[config.mk]
export PLATFORM = sky130hd
export DESIGN_NAME = mc_ctrl_flat
export DESIGN_NICKNAME = d
export VERILOG_FILES = /design/src/rtl/mc_ctrl_if.sv /design/src/rtl/mc_ctrl.sv /design/src/flat_wrapper.sv
export SDC_FILE = /design/constraint.sdc
export NUM_CORES = 1
export LEC_CHECK = 0
export ABC_CLOCK_PERIOD_IN_PS = 1600
export CAP_MARGIN = 10
export CORE_MARGIN = 4
export CORE_UTILIZATION = 37
export CTS_CLUSTER_SIZE = 30
export DETAILED_ROUTE_END_ITERATION = 10
export GPL_TIMING_DRIVEN = 0
export HOLD_SLACK_MARGIN = 0.02
export PLACE_DENSITY = 0.64
export SYNTH_ARGS = -nofsm -noshare
export SYNTH_HDL_FRONTEND = slang
export SYNTH_SLANG_ARGS = --single-unit
[constraint.sdc]
create_clock -name clk -period 1.6 [get_ports clk]
set_input_delay 0.32 -clock clk [delete_from_list [all_inputs] [get_ports clk]]
set_output_delay 0.32 -clock clk [all_outputs]
set_load 0.01 [all_outputs]
[src/rtl/mc_ctrl_if.sv]
// Control bus between the multicycle MIPS controller and its datapath.
//   Datapath -> controller : op (IR[31:26]), zero (ALU zero flag), mem_rdy
//   Controller -> datapath : memory request/write, IR/PC/regfile enables,
//                            mux selects, ALU operation, error status
// Modports: master = controller side, slave = datapath side.
interface mc_ctrl_if;
  logic [5:0] op;
  logic       zero;
  logic       mem_rdy;
  logic       mem_req;
  logic       mem_we;
  logic       iord;
  logic       ir_we;
  logic       pc_en;
  logic       rf_we;
  logic       regdst;
  logic       memtoreg;
  logic       alusrca;
  logic [1:0] alusrcb;
  logic [1:0] aluop;
  logic [1:0] pcsrc;
  logic       err;
  logic [1:0] err_code;

  modport master (
    input  op, zero, mem_rdy,
    output mem_req, mem_we, iord, ir_we, pc_en, rf_we, regdst, memtoreg,
           alusrca, alusrcb, aluop, pcsrc, err, err_code
  );

  modport slave (
    output op, zero, mem_rdy,
    input  mem_req, mem_we, iord, ir_we, pc_en, rf_we, regdst, memtoreg,
           alusrca, alusrcb, aluop, pcsrc, err, err_code
  );
endinterface

[src/rtl/mc_ctrl.sv]
// Multicycle MIPS control FSM (lw, sw, R-type, beq, addi, j).
// Sequences PC/IR/ALUOut/register file/data memory through per-state
// enables and mux selects, watchdogs stalled memory accesses and flags
// illegal opcodes with a sticky error code (first error wins).
// Ports:
//   clk - rising-edge clock
//   rst - asynchronous active-high reset (all outputs 0 while asserted)
//   bus - mc_ctrl_if.master: op/zero/mem_rdy in, control outputs out
module mc_ctrl #(
  parameter int unsigned MEM_TIMEOUT = 255  // 1..255 stalled cycles
) (
  input logic       clk,
  input logic       rst,
  mc_ctrl_if.master bus
);
  localparam logic [5:0] OP_R    = 6'b000000;
  localparam logic [5:0] OP_LW   = 6'b100011;
  localparam logic [5:0] OP_SW   = 6'b101011;
  localparam logic [5:0] OP_BEQ  = 6'b000100;
  localparam logic [5:0] OP_ADDI = 6'b001000;
  localparam logic [5:0] OP_J    = 6'b000010;

  localparam logic [7:0] WAIT_LAST = 8'(MEM_TIMEOUT - 1);

  typedef enum logic [3:0] {
    FETCH, DECODE, MEMADR, MEMRD, MEMWB, MEMWR,
    EXEC, ALUWB, BRANCH, ADDIEX, ADDIWB, JUMP
  } state_t;

  state_t     state_reg, state_next;
  logic [7:0] wait_cnt_reg, wait_cnt_next;
  logic       err_reg, err_next;
  logic [1:0] err_code_reg, err_code_next;
  logic       mem_state;
  logic       timeout;

  always_ff @(posedge clk or posedge rst) begin
    if (rst) begin
      state_reg    <= FETCH;
      wait_cnt_reg <= 8'd0;
      err_reg      <= 1'b0;
      err_code_reg <= 2'b00;
    end else begin
      state_reg    <= state_next;
      wait_cnt_reg <= wait_cnt_next;
      err_reg      <= err_next;
      err_code_reg <= err_code_next;
    end
  end

  // A stalled memory state gives up once the counter has already seen
  // MEM_TIMEOUT-1 idle cycles; a completing access always wins.
  always_comb begin
    mem_state = (state_reg == FETCH) || (state_reg == MEMRD) || (state_reg == MEMWR);
    timeout   = mem_state && !bus.mem_rdy && (wait_cnt_reg == WAIT_LAST);
  end

  always_comb begin
    state_next    = state_reg;
    err_next      = err_reg;
    err_code_next = err_code_reg;
    case (state_reg)
      FETCH:  if (bus.mem_rdy) state_next = DECODE;
      DECODE: begin
        case (bus.op)
          OP_LW, OP_SW: state_next = MEMADR;
          OP_R:         state_next = EXEC;
          OP_BEQ:       state_next = BRANCH;
          OP_ADDI:      state_next = ADDIEX;
          OP_J:         state_next = JUMP;
          default: begin
            state_next = FETCH;
            if (!err_reg) begin
              err_next      = 1'b1;
              err_code_next = 2'b01;
            end
          end
        endcase
      end
      MEMADR: begin
        if (bus.op == OP_LW)      state_next = MEMRD;
        else if (bus.op == OP_SW) state_next = MEMWR;
        else                      state_next = FETCH;
      end
      MEMRD:  if (bus.mem_rdy) state_next = MEMWB;
      MEMWB:  state_next = FETCH;
      MEMWR:  if (bus.mem_rdy) state_next = FETCH;
      EXEC:   state_next = ALUWB;
      ALUWB:  state_next = FETCH;
      BRANCH: state_next = FETCH;
      ADDIEX: state_next = ADDIWB;
      ADDIWB: state_next = FETCH;
      JUMP:   state_next = FETCH;
      default: state_next = FETCH;
    endcase
    if (timeout) begin
      state_next = FETCH;
      if (!err_reg) begin
        err_next      = 1'b1;
        err_code_next = 2'b10;
      end
    end
    // Counter only survives a stalled cycle that stays in the same state;
    // every state change (including timeout re-entry of FETCH) clears it.
    wait_cnt_next = (mem_state && !bus.mem_rdy && !timeout) ? wait_cnt_reg + 8'd1 : 8'd0;
  end

  // Moore decode; write enables in memory states are qualified by mem_rdy,
  // so a stalled or timed-out cycle never writes anything.
  always_comb begin
    bus.mem_req  = 1'b0;
    bus.mem_we   = 1'b0;
    bus.iord     = 1'b0;
    bus.ir_we    = 1'b0;
    bus.pc_en    = 1'b0;
    bus.rf_we    = 1'b0;
    bus.regdst   = 1'b0;
    bus.memtoreg = 1'b0;
    bus.alusrca  = 1'b0;
    bus.alusrcb  = 2'b00;
    bus.aluop    = 2'b00;
    bus.pcsrc    = 2'b00;
    if (!rst) begin
      case (state_reg)
        FETCH: begin
          bus.mem_req = 1'b1;
          bus.alusrcb = 2'b01;
          bus.ir_we   = bus.mem_rdy;
          bus.pc_en   = bus.mem_rdy;
        end
        DECODE: bus.alusrcb = 2'b11;
        MEMADR, ADDIEX: begin
          bus.alusrca = 1'b1;
          bus.alusrcb = 2'b10;
        end
        MEMRD: begin
          bus.mem_req = 1'b1;
          bus.iord    = 1'b1;
        end
        MEMWB: begin
          bus.rf_we    = 1'b1;
          bus.memtoreg = 1'b1;
        end
        MEMWR: begin
          bus.mem_req = 1'b1;
          bus.iord    = 1'b1;
          bus.mem_we  = bus.mem_rdy;
        end
        EXEC: begin
          bus.alusrca = 1'b1;
          bus.aluop   = 2'b10;
        end
        ALUWB: begin
          bus.rf_we  = 1'b1;
          bus.regdst = 1'b1;
        end
        BRANCH: begin
          bus.alusrca = 1'b1;
          bus.aluop   = 2'b01;
          bus.pcsrc   = 2'b01;
          bus.pc_en   = bus.zero;
        end
        ADDIWB: bus.rf_we = 1'b1;
        JUMP: begin
          bus.pcsrc = 2'b10;
          bus.pc_en = 1'b1;
        end
        default: ;
      endcase
    end
  end

  assign bus.err      = err_reg;
  assign bus.err_code = err_code_reg;
endmodule

[src/flat_wrapper.sv]
// flat-port wrapper written by rule: the top's interface ports become plain ports
module mc_ctrl_flat 
#(
  parameter int unsigned MEM_TIMEOUT = 255                          
)
  (clk, rst, bus_op, bus_zero, bus_mem_rdy, bus_mem_req, bus_mem_we, bus_iord, bus_ir_we, bus_pc_en, bus_rf_we, bus_regdst, bus_memtoreg, bus_alusrca, bus_alusrcb, bus_aluop, bus_pcsrc, bus_err, bus_err_code);
  mc_ctrl_if bus_i ();
  input logic clk;
  input logic rst;
  input wire logic [$bits(bus_i.op)-1:0] bus_op;
  input wire logic [$bits(bus_i.zero)-1:0] bus_zero;
  input wire logic [$bits(bus_i.mem_rdy)-1:0] bus_mem_rdy;
  output wire logic [$bits(bus_i.mem_req)-1:0] bus_mem_req;
  output wire logic [$bits(bus_i.mem_we)-1:0] bus_mem_we;
  output wire logic [$bits(bus_i.iord)-1:0] bus_iord;
  output wire logic [$bits(bus_i.ir_we)-1:0] bus_ir_we;
  output wire logic [$bits(bus_i.pc_en)-1:0] bus_pc_en;
  output wire logic [$bits(bus_i.rf_we)-1:0] bus_rf_we;
  output wire logic [$bits(bus_i.regdst)-1:0] bus_regdst;
  output wire logic [$bits(bus_i.memtoreg)-1:0] bus_memtoreg;
  output wire logic [$bits(bus_i.alusrca)-1:0] bus_alusrca;
  output wire logic [$bits(bus_i.alusrcb)-1:0] bus_alusrcb;
  output wire logic [$bits(bus_i.aluop)-1:0] bus_aluop;
  output wire logic [$bits(bus_i.pcsrc)-1:0] bus_pcsrc;
  output wire logic [$bits(bus_i.err)-1:0] bus_err;
  output wire logic [$bits(bus_i.err_code)-1:0] bus_err_code;
  assign bus_i.op = bus_op;
  assign bus_i.zero = bus_zero;
  assign bus_i.mem_rdy = bus_mem_rdy;
  assign bus_mem_req = bus_i.mem_req;
  assign bus_mem_we = bus_i.mem_we;
  assign bus_iord = bus_i.iord;
  assign bus_ir_we = bus_i.ir_we;
  assign bus_pc_en = bus_i.pc_en;
  assign bus_rf_we = bus_i.rf_we;
  assign bus_regdst = bus_i.regdst;
  assign bus_memtoreg = bus_i.memtoreg;
  assign bus_alusrca = bus_i.alusrca;
  assign bus_alusrcb = bus_i.alusrcb;
  assign bus_aluop = bus_i.aluop;
  assign bus_pcsrc = bus_i.pcsrc;
  assign bus_err = bus_i.err;
  assign bus_err_code = bus_i.err_code;
  mc_ctrl #(.MEM_TIMEOUT(MEM_TIMEOUT)) u_core (.clk(clk), .rst(rst), .bus(bus_i));
endmodule
==> summary.md <==
| Metric | Value |
|---|---|
| Number of synthesized flops with an enable pin | `0` |
| PwrDens | `1100 mW/mm2` |
| TritonCTS clock tree | `done` |
| Post-synth top area share | `34.0%` |
| Synth Flop Type | `dfrtp_1` |
| Placed Cells | `185` |
| Crit Path Max Fanout | `4` |
| Nets | `200` |
| Top cells by area, synth | `dfrtp_1 34%, nor2_1 5.8%, xor2_1 5.5%` |
| Share of power burned in registers | `25.0%` |
| Count leader, synth | `nor2_1` |
| Clk slew on worst S/H paths | `80 ps` |
| Area of the core | `0.00281 mm2` |
| Vias | `1,239` |
| Initial core utilization | `39.4%` |
| Detail Route Antenna Nets | `0` |
| Sequential fraction of the synthesis area | `34.0%` |
| Total of warnings raised by yosys | `0` |
| Global-route wire length before repair | `5970 um` |
| Clock network power share | `10.6%` |
| CP cell instances | `buf_6 > or3b_4 > a211oi_2 > buf_2` |
| Antenna violations before repair | `0` |
| Final period utilization | `119%` |
| GRT overflow | `0` |
| CP Capture Type | `primary output` |
| Hold Fails Final Rpt | `0` |
| WL final | `3640 um` |
| CP max-delay cell | `dfrtp_2` |
| Top post-synthesis cells by count | `17 x nor2_1, 15 x dfrtp_1, 9 x nor3_1` |
| Share of synthesized flip-flops with an asynchronous set or reset | `100%` |
| Top Ports | `28` |
| Vias in the first global route | `1,261` |
| RSZ-0062 raised after global routing | `true` |
| Clock Tree Root | `clkbuf_4` |
| Slew Limit Fails | `0` |
| Power, Total | `1950 uW` |
| Pleak | `0.000817 uW` |
| CTS Buffer Depth | `2` |
| Clock period minus worst slack | `1900 ps` |
| Int Pwr | `1170 uW` |
| DR DRC count | `0` |
| Clock Sink Count | `15` |
| Seq cells post-synth | `15` |
| Final Setup Violations | `17` |
| Sw frac | `40.1%` |
| Detailed Routing Iterations Pass 1 | `4` |
| Post-Synthesis Cells | `129` |
| Largest net degree at the start of global routing | `16` |
| Die Height | `62.6 um` |
| Die footprint | `0.00392 mm2` |
| Num CTS Buffers | `3` |
| Combinational share of power | `64.4%` |
| H-tree lvl count | `1` |
| Worst slew pin tran | `340 ps` |
| Die width | `62.6 um` |
| Worst-Skew Late Latency | `270 ps` |
| Status | `finished, violations left` |
| Share of layout cells above drive strength 1 | `50.8%` |
| Hold Path Class | `primary input to async pin` |
| Port Buffers | `25` |
| Max_slew headroom | `77.2%` |
| P_sw | `782 uW` |
| Place WS | `-616 ps` |
| Failing checks | `negative setup slack` |
| Initial drt markers | `59` |
| Clock Skews | `0.430 ps` |
| HPWL after DPL | `2140 um` |
| Max Freq | `526 MHz` |
| Total track usage | `18.6%` |
| CP Launch Type | `flop` |
| Site Rows | `19` |
| Routed vias/inst | `5.68` |
| Syn Nets | `141` |
| Post-synth top area cell | `dfrtp_1` |
| Setup ws final | `-301 ps` |
| Finished Layout Cells | `218` |
| Critical Path RT | `1280 ps` |
| Post-Syn Area | `0.00110 mm2` |
| Diode count | `0` |
| Maximum vdd drop | `0.882 mV` |
| Crit Path Class | `flop to primary output` |
| Area Growth Syn to Fin | `60.7%` |
| Critical Path AT | `1580 ps` |
| Wire per inst | `16.7 um` |
| Avg Inst Size Synth | `8.56 um2` |
| CP peak stage delay | `450 ps` |
| Post-synth cell types | `41` |
| Max cap viols | `0` |
| CTS Hold Bufs | `0` |
| Routability cong. | `0.900` |
[path summary, 6_finish.rpt]
check	slack, ps	start	end	depth (start not counted)
worst min register to register	510	flop	flop	1
max in group asynchronous	1140	rst	u_core.state_reg[3]	3
min in group clk	410	bus_op[3]	u_core.state_reg[2]	3
worst max register to register	-50	u_core.state_reg[1]	u_core.state_reg[1]	5
worst max-delay path	-300	u_core.state_reg[3]	bus_alusrcb[1]	4
worst min-delay path	270	rst	u_core.bus.err	3
[through the flow]
stage	instance area, um2	hold WS, ps	utilization [%]	TNS [ps]
global placement	1400	443	50.0	-9610
global route	1780	301	63.3	-4040
finish	1780	273	63.3	-2410
floorplan	1110	363	-	0
CTS	1690	263	60.2	-2370
detailed placement	1400	455	50.0	-10360
[power groups by stage]
stage	clock [uW]	sequential (uW)	combinational, uW
6_report	207	487	1260
5_1_grt	236	495	1330
4_1_cts	216	475	1090
3_5_place_dp	0	492	721
3_3_place_gp	0	491	716
2_1_floorplan	0	478	509
[worst max-delay path: cells and delay by family, from the launching register on]
family,cells,cell delay [ps]
flops,1,450
buf+inv,2,290
compound gates,1,180
simple gates,1,390
[routing by layer]
layer	global-route usage, %	wire, um
met2	34.4	1870
met1	20.0	1420
met3	2.88	192
met4	10.2	159
met5	0	0
[cell usage in the layout, fill, tap and decap left out, drive strengths merged, types with 2 or more instances in the layout]
master,netlist,routed
a211oi,2,2
a21oi,4,4
a22oi,3,3
and3,3,3
buf,5,50
clkbuf,3,5
clkdlybuf4s50,0,7
dfrtp,15,15
dlygate4sd2,0,2
ha,2,2
inv,7,6
mux2,2,2
nand2,7,7
nand2b,6,7
nand3,4,4
nand4,2,2
nor2,17,17
nor3,9,9
nor4,2,2
o211ai,4,4
o21ai,3,3
o22ai,2,2
or3,3,3
xnor2,3,3
xor2,7,7
[area by class of cell]
class | count | area [um2]
inverter | 7 | 30.0
buffer | 7 | 66.3
tap | 31 | 38.8
multi-input combinational | 100 | 810
timing repair buffer | 54 | 425
fill | 216 | 1030
clock buffer | 4 | 26.3
sequential | 15 | 379
[logic make-up (layout without fill, tap and decap cells)]
| logic type | count (synthesis) | after routing | share of synthesized area (%) |
|---|---|---|---|
| adder cells (fa/ha/maj) | 3 | 3 | 3.28 |
| buffers and inverters | 15 | 72 | 6.46 |
| multiplexers | 3 | 3 | 2.94 |
| flip-flops | 15 | 15 | 34.0 |
| AO/OA/AOI/OAI | 25 | 25 | 17.3 |
| XOR/XNOR | 10 | 10 | 7.93 |
| AND/OR/NAND/NOR | 58 | 59 | 28.1 |
[repair_timing]
action                                  CTS  global route
endpoints found under the setup margin   17            29
gates resized for setup                 108            16
cloned                                    0             1
pin swaps                                 9            14
setup buffers                            24             5
(Power assumes the default switching activity.)
